`config.mk`:
```
export PLATFORM = sky130hd
export DESIGN_NAME = multicycle_ctrl
export DESIGN_NICKNAME = d
export VERILOG_FILES = /design/src/rtl/multicycle_ctrl.sv
export SDC_FILE = /design/constraint.sdc
export NUM_CORES = 1
export LEC_CHECK = 0
export CORE_AREA = 2 2 69 77
export CTS_CLUSTER_DIAMETER = 200
export CTS_CLUSTER_SIZE = 8
export DETAILED_ROUTE_END_ITERATION = 8
export DIE_AREA = 0 0 71 79
export PLACE_DENSITY_LB_ADDON = 0.2
export REMOVE_ABC_BUFFERS = 1
export SLEW_MARGIN = 20
export SYNTH_ARGS = -nofsm -noshare
export SYNTH_HDL_FRONTEND = slang
export SYNTH_SLANG_ARGS = --single-unit
```
`constraint.sdc`:
```
create_clock -name clk -period 2.4 [get_ports clk]
set_input_delay 0.48 -clock clk [delete_from_list [all_inputs] [get_ports clk]]
set_output_delay 0.48 -clock clk [all_outputs]
set_load 0.05 [all_outputs]
```
`src/rtl/multicycle_ctrl.sv`:
```
// Control FSM for the multi-cycle MIPS-subset CPU: sequences one memory port,
// one ALU and the register file, one microstep per clock.
module multicycle_ctrl #(
    parameter int CNT_W = 16
) (
    input  logic             clk,
    input  logic             rstN,
    input  logic [5:0]       opcode,
    input  logic [5:0]       funct,
    input  logic             aluZero,
    input  logic             aluOverflow,
    input  logic             memReady,
    output logic             memReq,
    output logic             memAddrSel,
    output logic             dmWe,
    output logic             irWe,
    output logic             pcWe,
    output logic [1:0]       pcSrcCtrl,
    output logic             regWe,
    output logic [1:0]       regWAddrSel,
    output logic [1:0]       regDInCtrl,
    output logic             aluASel,
    output logic [1:0]       aluBSel,
    output logic [2:0]       aluOp,
    output logic             halted,
    output logic [3:0]       state,
    output logic [CNT_W-1:0] retired
);

    typedef enum logic [3:0] {
        FETCH    = 4'd0,
        DECODE   = 4'd1,
        EXEC_R   = 4'd2,
        EXEC_I   = 4'd3,
        MEM_ADDR = 4'd4,
        MEM_RD   = 4'd5,
        MEM_WR   = 4'd6,
        WB_ALU   = 4'd7,
        WB_MEM   = 4'd8,
        BRANCH   = 4'd9,
        JUMP     = 4'd10,
        JR       = 4'd11,
        JAL      = 4'd12,
        HALT     = 4'd15
    } state_t;

    state_t           state_q, state_d;
    logic [CNT_W-1:0] retired_q, retired_d;

    logic       mem_req_c, mem_addr_sel_c, dm_we_c, ir_we_c, pc_we_c, reg_we_c, alu_a_sel_c;
    logic [1:0] pc_src_c, reg_waddr_c, reg_din_c, alu_b_sel_c;
    logic [2:0] alu_op_c;

    always_ff @(posedge clk or negedge rstN) begin
        if (!rstN) begin
            state_q   <= FETCH;
            retired_q <= '0;
        end else begin
            state_q   <= state_d;
            retired_q <= retired_d;
        end
    end

    always_comb begin
        state_d        = state_q;
        mem_req_c      = 1'b0;
        mem_addr_sel_c = 1'b0;
        dm_we_c        = 1'b0;
        ir_we_c        = 1'b0;
        pc_we_c        = 1'b0;
        pc_src_c       = 2'd0;
        reg_we_c       = 1'b0;
        reg_waddr_c    = 2'd0;
        reg_din_c      = 2'd0;
        alu_a_sel_c    = 1'b0;
        alu_b_sel_c    = 2'd0;
        alu_op_c       = 3'd0;

        case (state_q)
            FETCH: begin
                mem_req_c   = 1'b1;
                alu_b_sel_c = 2'd1;
                if (memReady) begin
                    ir_we_c = 1'b1;
                    pc_we_c = 1'b1;
                    state_d = DECODE;
                end
            end
            DECODE: begin
                // Speculative branch target pc+4+(imm<<2) lands in aluOut
                alu_b_sel_c = 2'd3;
                case (opcode)
                    6'h00: begin
                        case (funct)
                            6'h20, 6'h22, 6'h2A: state_d = EXEC_R;
                            6'h08:               state_d = JR;
                            default:             state_d = HALT;
                        endcase
                    end
                    6'h02:        state_d = JUMP;
                    6'h03:        state_d = JAL;
                    6'h05:        state_d = BRANCH;
                    6'h08, 6'h0E: state_d = EXEC_I;
                    6'h23, 6'h2B: state_d = MEM_ADDR;
                    default:      state_d = HALT;
                endcase
            end
            EXEC_R: begin
                alu_a_sel_c = 1'b1;
                case (funct)
                    6'h22:   alu_op_c = 3'd1;
                    6'h2A:   alu_op_c = 3'd3;
                    default: alu_op_c = 3'd0;
                endcase
                state_d = WB_ALU;
            end
            EXEC_I: begin
                alu_a_sel_c = 1'b1;
                alu_b_sel_c = 2'd2;
                alu_op_c    = (opcode == 6'h0E) ? 3'd2 : 3'd0;
                state_d     = WB_ALU;
            end
            WB_ALU: begin
                reg_we_c    = 1'b1;
                reg_waddr_c = (opcode == 6'h00) ? 2'd1 : 2'd0;
                state_d     = FETCH;
            end
            MEM_ADDR: begin
                alu_a_sel_c = 1'b1;
                alu_b_sel_c = 2'd2;
                state_d     = (opcode == 6'h2B) ? MEM_WR : MEM_RD;
            end
            MEM_RD: begin
                mem_req_c      = 1'b1;
                mem_addr_sel_c = 1'b1;
                if (memReady) state_d = WB_MEM;
            end
            WB_MEM: begin
                reg_we_c  = 1'b1;
                reg_din_c = 2'd1;
                state_d   = FETCH;
            end
            MEM_WR: begin
                mem_req_c      = 1'b1;
                mem_addr_sel_c = 1'b1;
                dm_we_c        = 1'b1;
                if (memReady) state_d = FETCH;
            end
            BRANCH: begin
                // BNE: taken unless the subtraction is a genuine zero
                alu_a_sel_c = 1'b1;
                alu_op_c    = 3'd1;
                pc_src_c    = 2'd3;
                pc_we_c     = ~(aluZero & ~aluOverflow);
                state_d     = FETCH;
            end
            JUMP: begin
                pc_we_c  = 1'b1;
                pc_src_c = 2'd1;
                state_d  = FETCH;
            end
            JR: begin
                pc_we_c  = 1'b1;
                pc_src_c = 2'd2;
                state_d  = FETCH;
            end
            JAL: begin
                pc_we_c     = 1'b1;
                pc_src_c    = 2'd1;
                reg_we_c    = 1'b1;
                reg_waddr_c = 2'd2;
                reg_din_c   = 2'd2;
                state_d     = FETCH;
            end
            HALT:    state_d = HALT;
            default: state_d = HALT;
        endcase

        retired_d = retired_q;
        if (state_d == FETCH && state_q != FETCH)
            retired_d = retired_q + {{(CNT_W-1){1'b0}}, 1'b1};
    end

    // Every output is held at zero while reset is asserted, independent of the clock
    assign memReq      = rstN & mem_req_c;
    assign memAddrSel  = rstN & mem_addr_sel_c;
    assign dmWe        = rstN & dm_we_c;
    assign irWe        = rstN & ir_we_c;
    assign pcWe        = rstN & pc_we_c;
    assign regWe       = rstN & reg_we_c;
    assign aluASel     = rstN & alu_a_sel_c;
    assign pcSrcCtrl   = rstN ? pc_src_c    : 2'd0;
    assign regWAddrSel = rstN ? reg_waddr_c : 2'd0;
    assign regDInCtrl  = rstN ? reg_din_c   : 2'd0;
    assign aluBSel     = rstN ? alu_b_sel_c : 2'd0;
    assign aluOp       = rstN ? alu_op_c    : 3'd0;
    assign halted      = rstN & (state_q == HALT);
    assign state       = state_q;
    assign retired     = retired_q;

endmodule

```
# After elaboration in Yosys (flattened, before gate mapping)
# Index checks and enable logic that the tools add are counted.
# Widths: inputs -> output; s select.
[op_classes] add_sub_neg=1 n_eq_ne=24 muxes=28 n_bitwise=11 reduce_logical=17
[ops] operator="$eq 6x6->1 const B" count=5
[ops] operator="$pmux 4 s7" count=1
[ops] operator="$eq 4x4->1 const B" count=6
[ops] operator="$pmux 4 s6" count=1
[ops] operator="$eq 6x4->1 const B" count=3
[ops] operator="$pmux 2 s3" count=3
[ops] operator="$add 16x1->16 const B" count=1
[ops] operator="$eq 4x3->1 const B" count=4
[ops] operator="$eq 6x2->1 const B" count=2
[ops] operator="$mux 2" count=6
[ops] operator="$mux 4" count=3
[ops] operator="$pmux 2 s2" count=3
[ops] operator="$reduce_or 2->1" count=6
[ops] operator="$reduce_or 3->1" count=4
[ops] operator="$and 1x1->1" count=9
[ops] operator="$eq 4x2->1 const B" count=2
[ops] operator="$logic_not 4->1" count=2
[ops] operator="$mux 1" count=8
[ops] operator="$pmux 4 s2" count=1
[ops] operator="$eq 6x3->1 const B" count=1
[ops] operator="$logic_not 6->1" count=1
[ops] operator="$reduce_or 6->1" count=1
[ops] operator="$eq 4x1->1 const B" count=1
[ops] operator="$reduce_bool 4->1" count=1
[ops] operator="other kinds (5)" count=6
[totals] reg_bits=20 input_bits=17 output_inout_bits=39

# Depth between registers and ports, before layout
# Gate-level depths: netlist of run 1.
[logic_depth] depth_word=7 mapped_depth=9 ltp_nobuf=6

# Least setup slack after synthesis of run 1
# Ideal clock, no wire load.
[synth_path] kind="flip-flop to output port" from="register state_q[0], in the netlist state[0]" to="output aluOp[1]" arrival_ps=3095 required_time_ps=1920 setup_slack_ps=-1175 stages_incl_launch_ff=6 cell_sequence="dfrtp_1 -> clkbuf_1 -> buf_1 -> nand4_1 -> o21a_1 -> nor4b_1"
[synth_via] elab_chain_cells=3 elab_cells_between_ends=5 cone_classes="eq/ne (3); mux (2)"
[synth_lines] element="from (decl)" line="47" rtl="state_t state_q, state_d;"
[synth_lines] element="from (signal assigned)" line="59" rtl="state_q <= state_d;"
[synth_lines] element="$eq 4x4->1 / $eq 4x2->1 (equally long branches)" line="79" rtl="case (state_q)"
[synth_lines] element="$pmux 2 s3 *" line="79"
[synth_lines] element="$mux 3 *" line="196" rtl="assign aluOp = rstN ? alu_op_c : 3'd0;"
[synth_lines] element="to (decl)" line="24" rtl="output logic [2:0] aluOp,"
# Every way passes the cells marked *; elsewhere a longest branch is shown, timed or not.

# Final worst setup path of run 1
[layout_path] from="register state_q[3], in the netlist state[3]" to="output state[3]"
[layout_lines] element="to (decl)" line="26" rtl="output logic [3:0] state,"
# No word-level cell between the ends.

==> impl_metrics.toml, run 1 <==
[yosys]
yosysTopAreaCell = "dfrtp_1"
synth.top_cells.by_area = "dfrtp_1 27%, nor4_4 10%, xor2_1 8.0%"
syn-mean-instance-area_um2 = 9.18
yosysMostFrequentCell = "nand2_1"
mappedNetlistArea_mm2 = 0.00187
ys_ff_latch = 20
yosys.area.top_type_share_pct = 26.7
syn_inst = 204
synth_seq_area_share_pct = 26.7
async_flop_share_pct = 100
synth-main-ff-cell = "dfrtp_1"
yosys_warnings = 0
synth.cells.most_frequent = "22 x nand2_1, 20 x dfrtp_1, 17 x xor2_1"
ys_types = 59
synth_edf_count = 0

[critical_path]
arrival_ns = 1.84
critPathTopFamily = "buffers and inverters"
worstPathRequired_ns = 1.92
start_kind = "flop"
path_depth = 2
reg2reg_depth = 8
crit_slowest_cell = "clkdlybuf4s50_1"
r2r_slack_ns = 0.22
path_class = "flop to primary output"
reg2reg_from = "state[3]$_DFF_PN0_"
reg2reg_to = "retired[4]$_DFFE_PN0P_"
crit_fanout = 11
crit_path_max_incr_delay_ns = 0.81
endpoint_kind = "primary output"
crit_chain = "buf_4, clkdlybuf4s50_1"
critical_path_buf_inv_count = 2

[drt]
dr.pass1.iters = 4
routed_via_density = 5.28
routedWlPerCell_um = 14.2
vias = 1812
drt-initial-drc-count = 64
antenna_left = 0
drc = 0
wl_um = 4860

[job]
maxCapViolations = 0

[cts]
cts_tree = "done"
root_buffer = "clkbuf_8"
clk_pin_slew_ns = 0.08
clk_path_buf_depth = 2
clock-sinks = 20
clk_latency_ns = 0.25
hold_buffers = 0
h-tree-depth = 1
cts-buffers-inserted = 3

[die]
die_h_um = 79
start_util_pct = 38.2
num_io_pins = 56
fp.coreArea_mm2 = 0.00490
dieArea_mm2 = 0.00561
rows = 27
die_w_um = 71

[layout]
final_layout_size_suffix_gt1_share_pct = 35.8
fin_cells = 343
synthToLayoutAreaGrowth_pct = 58.5
fill_cells = 406
nNetsFinal = 304
seq_area_um2 = 502
fin_util_pct = 60.6
multi_input_area_mm2 = 0.00129
antenna_cells = 0

[sta]
period_needed_ns = 2.32
final-setup-viol-count = 0
report.final.slew_viol_count = 0
fin_ws_ns = 0.0795
tightestPinTransition_ns = 0.530
tns_ns = 0
finClkSkew_ns = 0.00613
relSlewSlack_pct = 64.5
hold_violations = 0
max_freq_mhz = 431
finalCritPeriodShare_pct = 96.7
rsz0062_at_grt = "yes"

[grt]
grt-ovfl-total = 0
antenna_found_initial = 0
gr-usage-met2_pct = 31.8
grt_util_met1_pct = 24.6
grtUsageTotal_pct = 18.0
gr-max-usage-layer = "met2"
use_met3_pct = 2.03
grt_max_degree = 17
grt_pass1_wl_um = 8410
grt_pass1_vias = 1746

[worst_hold_path]
hold_end = "retired[15]$_DFFE_PN0P_"
hold_depth = 1
hp-start = "retired[15]$_DFFE_PN0P_"
hp-class = "flop to flop"

[power_and_ir_drop]
power_leakage_nw = 1.27
ir_worst_vdd_mv = 1.11
powerDensity_mw_per_mm2 = 1250

[outcome]
status = "finished, final reports clean"

[placed_design]
place_hpwl_um = 3850
place_congestion = 0.867
port_buffers = 54
pre_cts_ws_ns = -0.422
dpl.cell_count = 336
==> worst max path at each step <==
stage,from,to,slack [ns]
global route,opcode[1],retired[3]$_DFFE_PN0P_,-0.05
detailed placement,opcode[3],retired[6]$_DFFE_PN0P_,-0.42
finish,state[3]$_DFF_PN0_,state[3],0.08
CTS,opcode[0],aluOp[1],-0.02
global placement,opcode[1],retired[5]$_DFFE_PN0P_,-0.40
floorplan,state[0]$_DFF_PN0_,aluOp[1],-0.90
==> report_power, final <==
group / internal [mW] / total [mW] / switching, mW
combinational: 1.18 / 2.87 / 1.69
clock: 0.146 / 0.252 / 0.106
sequential: 0.415 / 0.572 / 0.157
total: 1.74 / 3.70 / 1.95
==> stage by stage <==
stage | instance area (um2) | hold slack (ns) | power, mW
3_3_place_gp | 2850 | 0.456 | 3.34
2_1_floorplan | 1750 | 0.184 | 2.12
6_report | 2970 | 0.474 | 3.70
5_1_grt | 2970 | 0.510 | 3.93
3_5_place_dp | 2850 | 0.465 | 3.38
4_1_cts | 2940 | 0.476 | 3.67
==> per-layer routing <==
layer  up-vias  routed length, um  part of all wire, %
li1        912                  -                    -
met1       860               2190                   45
met2        38               2470                   51
met3         2                192                  3.9
met4         0                 12                 0.25
met5         -                  0                    0
==> timing repair <==
action,CTS,global route
buffers inserted,1,2
setup endpoints to repair,19,22
pin swaps,4,8
resized for setup,19,14
==> layout make-up <==
class	instances	area share, %
Multi-Input combinational cell	162	43.5
Timing Repair Buffer	96	34.9
Sequential cell	20	16.9
Tap cell	58	2.45
Clock buffer	4	1.86
Inverter	3	0.380
==> placed cells by master, fill, tap and decap left out, types with 6 or more instances in the layout <==
master / n
buf_4: 42
nand2_1: 22
clkdlybuf4s50_1: 22
buf_12: 20
dfrtp_1: 19
xor2_1: 17
nor2_1: 11
nand3_1: 10
nor4_4: 10
nand2b_1: 6
nor3_1: 6
o21ai_0: 6
==> cells by family (layout without fill, tap and decap cells) <==
group	Yosys count	after routing	synth area share [%]
buffers and inverters	22	103	7.29
adders and majority gates	2	2	1.20
and+or+nand+nor	109	109	43.3
DFF	20	20	26.7
AOI/OAI and AO/OA	30	30	11.8
other	1	1	0.200
muxes	1	1	0.602
xor gates and xnor gates	19	19	8.89
==> sequential cells by signal, indices dropped and copies added, names as in the netlist <==
register	cells
state	4
retired	16
Note: power is estimated with default switching activity, not from simulation.
==> inputs of run 2 (changes only) <==
HOLD_SLACK_MARGIN = 0.1   (was unset)
PLACE_DENSITY = 0.68   (was unset)
PLACE_DENSITY_LB_ADDON = unset   (was 0.2)
==> impl_metrics.toml, run 2 (synthesized netlist as in run 1, its figures left out) <==
[grt]
grtUsageTotal_pct = 17.8
grt_pass1_vias = 1731
grt_pass1_wl_um = 8220
grt_max_degree = 25
antenna_found_initial = 0
grt-ovfl-total = 0

[drt]
drt-initial-drc-count = 82
drc = 0
routedWlPerCell_um = 14.6
dr.pass1.iters = 4
vias = 1864
antenna_left = 0
routed_via_density = 5.50
wl_um = 4950

[sta]
fin_ws_ns = 0.0726
relSlewSlack_pct = 66.5
tightestPinTransition_ns = 0.502
finalCritPeriodShare_pct = 97.0
report.final.slew_viol_count = 0
period_needed_ns = 2.33
max_freq_mhz = 430
final-setup-viol-count = 0
finClkSkew_ns = 0.00198
hold_violations = 0

[die]
die_w_um = 71
fp.coreArea_mm2 = 0.00490
die_h_um = 79
dieArea_mm2 = 0.00561
start_util_pct = 38.2
num_io_pins = 56
rows = 27

[critical_path]
crit_start = "opcode[5]"
crit_slowest_cell = "dlygate4sd2_1"
path_depth = 7
reg2reg_depth = 7
start_kind = "input port"
r2r_slack_ns = 0.22
crit_fanout = 3
crit_chain = "dlygate4sd2_1, nor4b_4, nand4_1, o21a_1, nor4b_2, buf_4, buf_12"
arrival_ns = 1.85
crit_path_max_incr_delay_ns = 0.28
timing.critical_path.to = "aluOp[1]"
endpoint_kind = "primary output"
worstPathRequired_ns = 1.92
reg2reg_from = "state[1]$_DFF_PN0_"
reg2reg_to = "retired[1]$_DFFE_PN0P_"
path_class = "input port to primary output"
critPathTopFamily = "simple AND/OR/NAND/NOR gates"
critical_path_buf_inv_count = 3

[cts]
h-tree-depth = 1
clk_path_buf_depth = 2
clk_latency_ns = 0.25
cts-buffers-inserted = 3
clock-sinks = 20
root_buffer = "clkbuf_8"
clk_pin_slew_ns = 0.07
hold_buffers = 0
cts_tree = "done"

[layout]
fill_cells = 403
fin_util_pct = 61.3
largest_reg_flops = 16
multi_input_area_mm2 = 0.00134
final_layout_size_suffix_gt1_share_pct = 35.2
final_cell_mix = "35 x buf_4, 24 x clkdlybuf4s50_1, 22 x nand2_1, 20 x buf_12, 19 x dfrtp_1"
final_cell_area_mm2 = 0.00300
final_common_cell = "buf_4"
nNetsFinal = 301
antenna_cells = 0
seq_area_um2 = 502
synthToLayoutAreaGrowth_pct = 60.4

[power_and_ir_drop]
ir_worst_vdd_mv = 1.18
power_leakage_nw = 1.27
total_power_mw = 3.80
powerDensity_mw_per_mm2 = 1260

[placed_design]
port_buffers = 54
place_congestion = 0.818
place_hpwl_um = 3730
pre_cts_ws_ns = -0.392
placed_area_mm2 = 0.00282

[job]
maxCapViolations = 0

[outcome]
status = "finished, final reports clean"

[worst_hold_path]
hp-class = "flop to flop"
==> run 2: changes by cell type in the layout (fill, tap and decap cells not counted), moves of 2 or more <==
cell and change:
nor4b_4 +2, buf_4 -7, clkdlybuf4s50_1 +2, nor4b_2 -2
buf_6 +2
==> run 2: layer usage <==
| layer | vias to the layer above | global-route usage, % | share of wire, % |
|---|---|---|---|
| li1 | 902 | - | - |
| met1 | 896 | 23.9 | 44 |
| met2 | 59 | 30.3 | 50 |
| met3 | 7 | 1.78 | 4.2 |
| met4 | 0 | 5.47 | 1.4 |
| met5 | - | 0 | 0 |
==> run 2: timing repair <==
item                       in CTS  in global routing
pin swaps                       6                  6
setup endpoints to repair      19                 21
resized for setup              21                 20
buffers inserted                1                  2
gates cloned                    1                  0
==> run 2: how the worst min path moves through the flow <==
stage / from / to / slack, ns / depth (start not counted)
6_report: retired[15]$_DFFE_PN0P_ / retired[15]$_DFFE_PN0P_ / 0.46 / 1
5_1_grt: retired[15]$_DFFE_PN0P_ / retired[15]$_DFFE_PN0P_ / 0.52 / 1
4_1_cts: retired[15]$_DFFE_PN0P_ / retired[15]$_DFFE_PN0P_ / 0.47 / 1
3_5_place_dp: retired[15]$_DFFE_PN0P_ / retired[15]$_DFFE_PN0P_ / 0.46 / 1
3_3_place_gp: retired[15]$_DFFE_PN0P_ / retired[15]$_DFFE_PN0P_ / 0.46 / 1
2_1_floorplan: rstN / retired[0]$_DFFE_PN0P_ / 0.18 / 0
==> run 2: worst reg2reg max path: stages (launching register included) <==
cell and delay, ns:
dfrtp_1 0.38, buf_4 0.21, nor2_1 0.28, o22a_1 0.25, o211ai_2 0.10, or2_4 0.28, nor3_2 0.23, mux2_1 0.34
==> run 2: area by class of cell <==
type                       instances  area share [%]
multi-input combinational        162            44.5
sequential                        20            16.7
inverter                           3           0.375
timing repair buffer              93            34.6
clock buffer                       3            1.38
tap                               58            2.42
==> run 2: where the power goes <==
group	leakage, nW	switching, mW	internal [mW]	total (mW)
clock network	0.0216	0.102	0.112	0.213
logic	0.989	1.82	1.25	3.07
registers	0.263	0.101	0.415	0.516
==> run 2: per-stage QoR <==
stage,std cells,TNS (ns),hold slack (ns)
after floorplan,185,-14.13,0.184
after global placement,332,-6.37,0.457
after detailed placement,332,-6.55,0.461
after CTS,337,-0.0272,0.470
after global routing,339,-0.00300,0.516
final,339,0,0.464
==> inputs of run 3 (changes only) <==
CORE_AREA = 2 2 80 67   (was 2 2 69 77)
DIE_AREA = 0 0 82 69   (was 0 0 71 79)
SKIP_LAST_GASP = 1   (was unset)
clock period = 2.25 ns   (was 2.4 ns; I/O delays follow)
==> impl_metrics.toml, run 3 (synthesized netlist as in run 1, its figures left out) <==
[cts]
clk_latency_ns = 0.25
clk_path_buf_depth = 2
root_buffer = "clkbuf_8"
clk_pin_slew_ns = 0.07
cts-buffers-inserted = 3
cts_tree = "done"
h-tree-depth = 1
clock-sinks = 20

[grt]
grt_max_degree = 25
grtUsageTotal_pct = 19.3
grt-ovfl-total = 0
grt_pass1_vias = 1830
grt_pass1_wl_um = 8940
antenna_found_initial = 0

[layout]
largest_reg_flops = 16
nNetsFinal = 313
fin_util_pct = 65.6
synthToLayoutAreaGrowth_pct = 69.3
antenna_cells = 0
final_layout_size_suffix_gt1_share_pct = 42.0
fin_cells = 355
final_common_cell = "buf_4"
final_cell_mix = "44 x buf_4, 23 x buf_12, 22 x nand2_1, 18 x clkdlybuf4s50_1, 18 x dfrtp_1"

[critical_path]
reg2reg_depth = 7
critPathTopFamily = "simple AND/OR/NAND/NOR gates"
endpoint_kind = "flop"
worstPathRequired_ns = 2.38
crit_fanout = 8
crit_chain = "buf_4, nor4b_2, nand3_1, o211ai_4, buf_6, nor4_4, xor2_1"
critical_path_buf_inv_count = 2
crit_slowest_cell = "nor4b_2"
crit_path_max_incr_delay_ns = 0.50
path_class = "flop to flop"
start_kind = "flop"
path_depth = 7
arrival_ns = 2.37

[sta]
hold_ws_ns = 0.239
tightestPinTransition_ns = 0.532
finClkSkew_ns = 0.00686
fin_ws_ns = 0.00712
finalCritPeriodShare_pct = 99.7
report.final.slew_viol_count = 0
rsz0062_at_grt = "yes"
max_freq_mhz = 446
relSlewSlack_pct = 64.5
period_needed_ns = 2.24
final-setup-viol-count = 0
hold_violations = 0

[placed_design]
place_congestion = 0.852
dpl.cell_count = 344
port_buffers = 54
place_hpwl_um = 3860
pre_cts_ws_ns = -0.496

[drt]
wl_um = 5180
routed_via_density = 5.27
drc = 0
drt-initial-drc-count = 117
dr.pass1.iters = 4
antenna_left = 0
vias = 1870
routedWlPerCell_um = 14.6

[die]
fp.coreArea_mm2 = 0.00483
start_util_pct = 38.7
num_io_pins = 56
die_h_um = 69
die_w_um = 82
rows = 23
dieArea_mm2 = 0.00566

[power_and_ir_drop]
p_comb_share_pct = 80.8
clkPwrFrac_pct = 5.6
p_sw_share_pct = 53.1
power_leakage_nw = 1.37
seq_power_share_pct = 13.6
p_sw_mw = 2.21
powerDensity_mw_per_mm2 = 1310
internal_power_mw = 1.95
ir_worst_vdd_mv = 1.03

[worst_hold_path]
hp-class = "input port to asynchronous set/reset pin"

[outcome]
status = "finished, final reports clean"

[job]
maxCapViolations = 0
## run 3: cell types whose count changed in the layout (fill, tap and decap cells not counted), sizes merged
cell and delta:
dlygate4sd2 -2, clkdlybuf4s15 -1, clkbuf +1, dlymetal6s2s +2, buf +18, clkdlybuf4s50 -6
## run 3: worst register-to-register path, delay by kind of cell, from the launching register on
| family | cells | cell delay, ns |
|---|---|---|
| simple gates | 3 | 0.78 |
| flops | 1 | 0.46 |
| buf+inv | 2 | 0.37 |
| compound gates | 1 | 0.34 |
| xor+xnor | 1 | 0.16 |
## run 3: area by class of cell
class	instances	area, um2
Fill cell	377	1670
Multi-Input combinational cell	162	1390
Timing Repair Buffer	105	1150
Sequential cell	20	503
Tap cell	62	77.6
Clock buffer	3	41.3
Inverter	3	11.3
## run 3: metal layers
layer / GRT usage, % / routed length [um] / vias up
met2: 30.1 / 2440 / 74
li1: - / - / 926
met4: 2.04 / 25 / 0
met3: 3.14 / 323 / 4
met5: 0 / 0 / -
met1: 28.8 / 2400 / 866
## run 3: timing repair
item / 4_1_cts / 5_1_grt
endpoints found under the setup margin: 22 / 25
pin swaps: 12 / 12
gates resized for setup: 47 / 27
buffers inserted: 2 / 6
hold buffers: 0 / 0
## run 3: power by group through the flow
stage / logic [mW] / registers (mW) / clock network, mW
floorplan: 1.36 / 0.899 / 0
global placement: 2.99 / 0.586 / 0
detailed placement: 3.03 / 0.586 / 0
CTS: 3.21 / 0.585 / 0.241
global route: 3.57 / 0.584 / 0.259
finish: 3.36 / 0.566 / 0.232
## run 3: path summary, 6_finish.rpt
path | endpoint | slack, ns | from
worst max-delay path | retired[3]$_DFFE_PN0P_ | 0.007 | state[3]$_DFF_PN0_
worst min-delay path | state[2]$_DFF_PN0_ | 0.24 | rstN
worst max register to register | retired[3]$_DFFE_PN0P_ | 0.007 | state[3]$_DFF_PN0_
worst min register to register | retired[15]$_DFFE_PN0P_ | 0.48 | retired[15]$_DFFE_PN0P_
max in group asynchronous | state[3]$_DFF_PN0_ | 1.64 | rstN
min in group clk | retired[15]$_DFFE_PN0P_ | 0.48 | retired[15]$_DFFE_PN0P_
## run 3: through the flow
step	instance area, um2	TNS [ns]	total power [mW]
2_1_floorplan	1750	-18.37	2.26
3_3_place_gp	2910	-7.40	3.58
3_5_place_dp	2910	-8.32	3.61
4_1_cts	3070	-0.0375	4.04
5_1_grt	3170	-1.26	4.41
6_report	3170	0	4.16
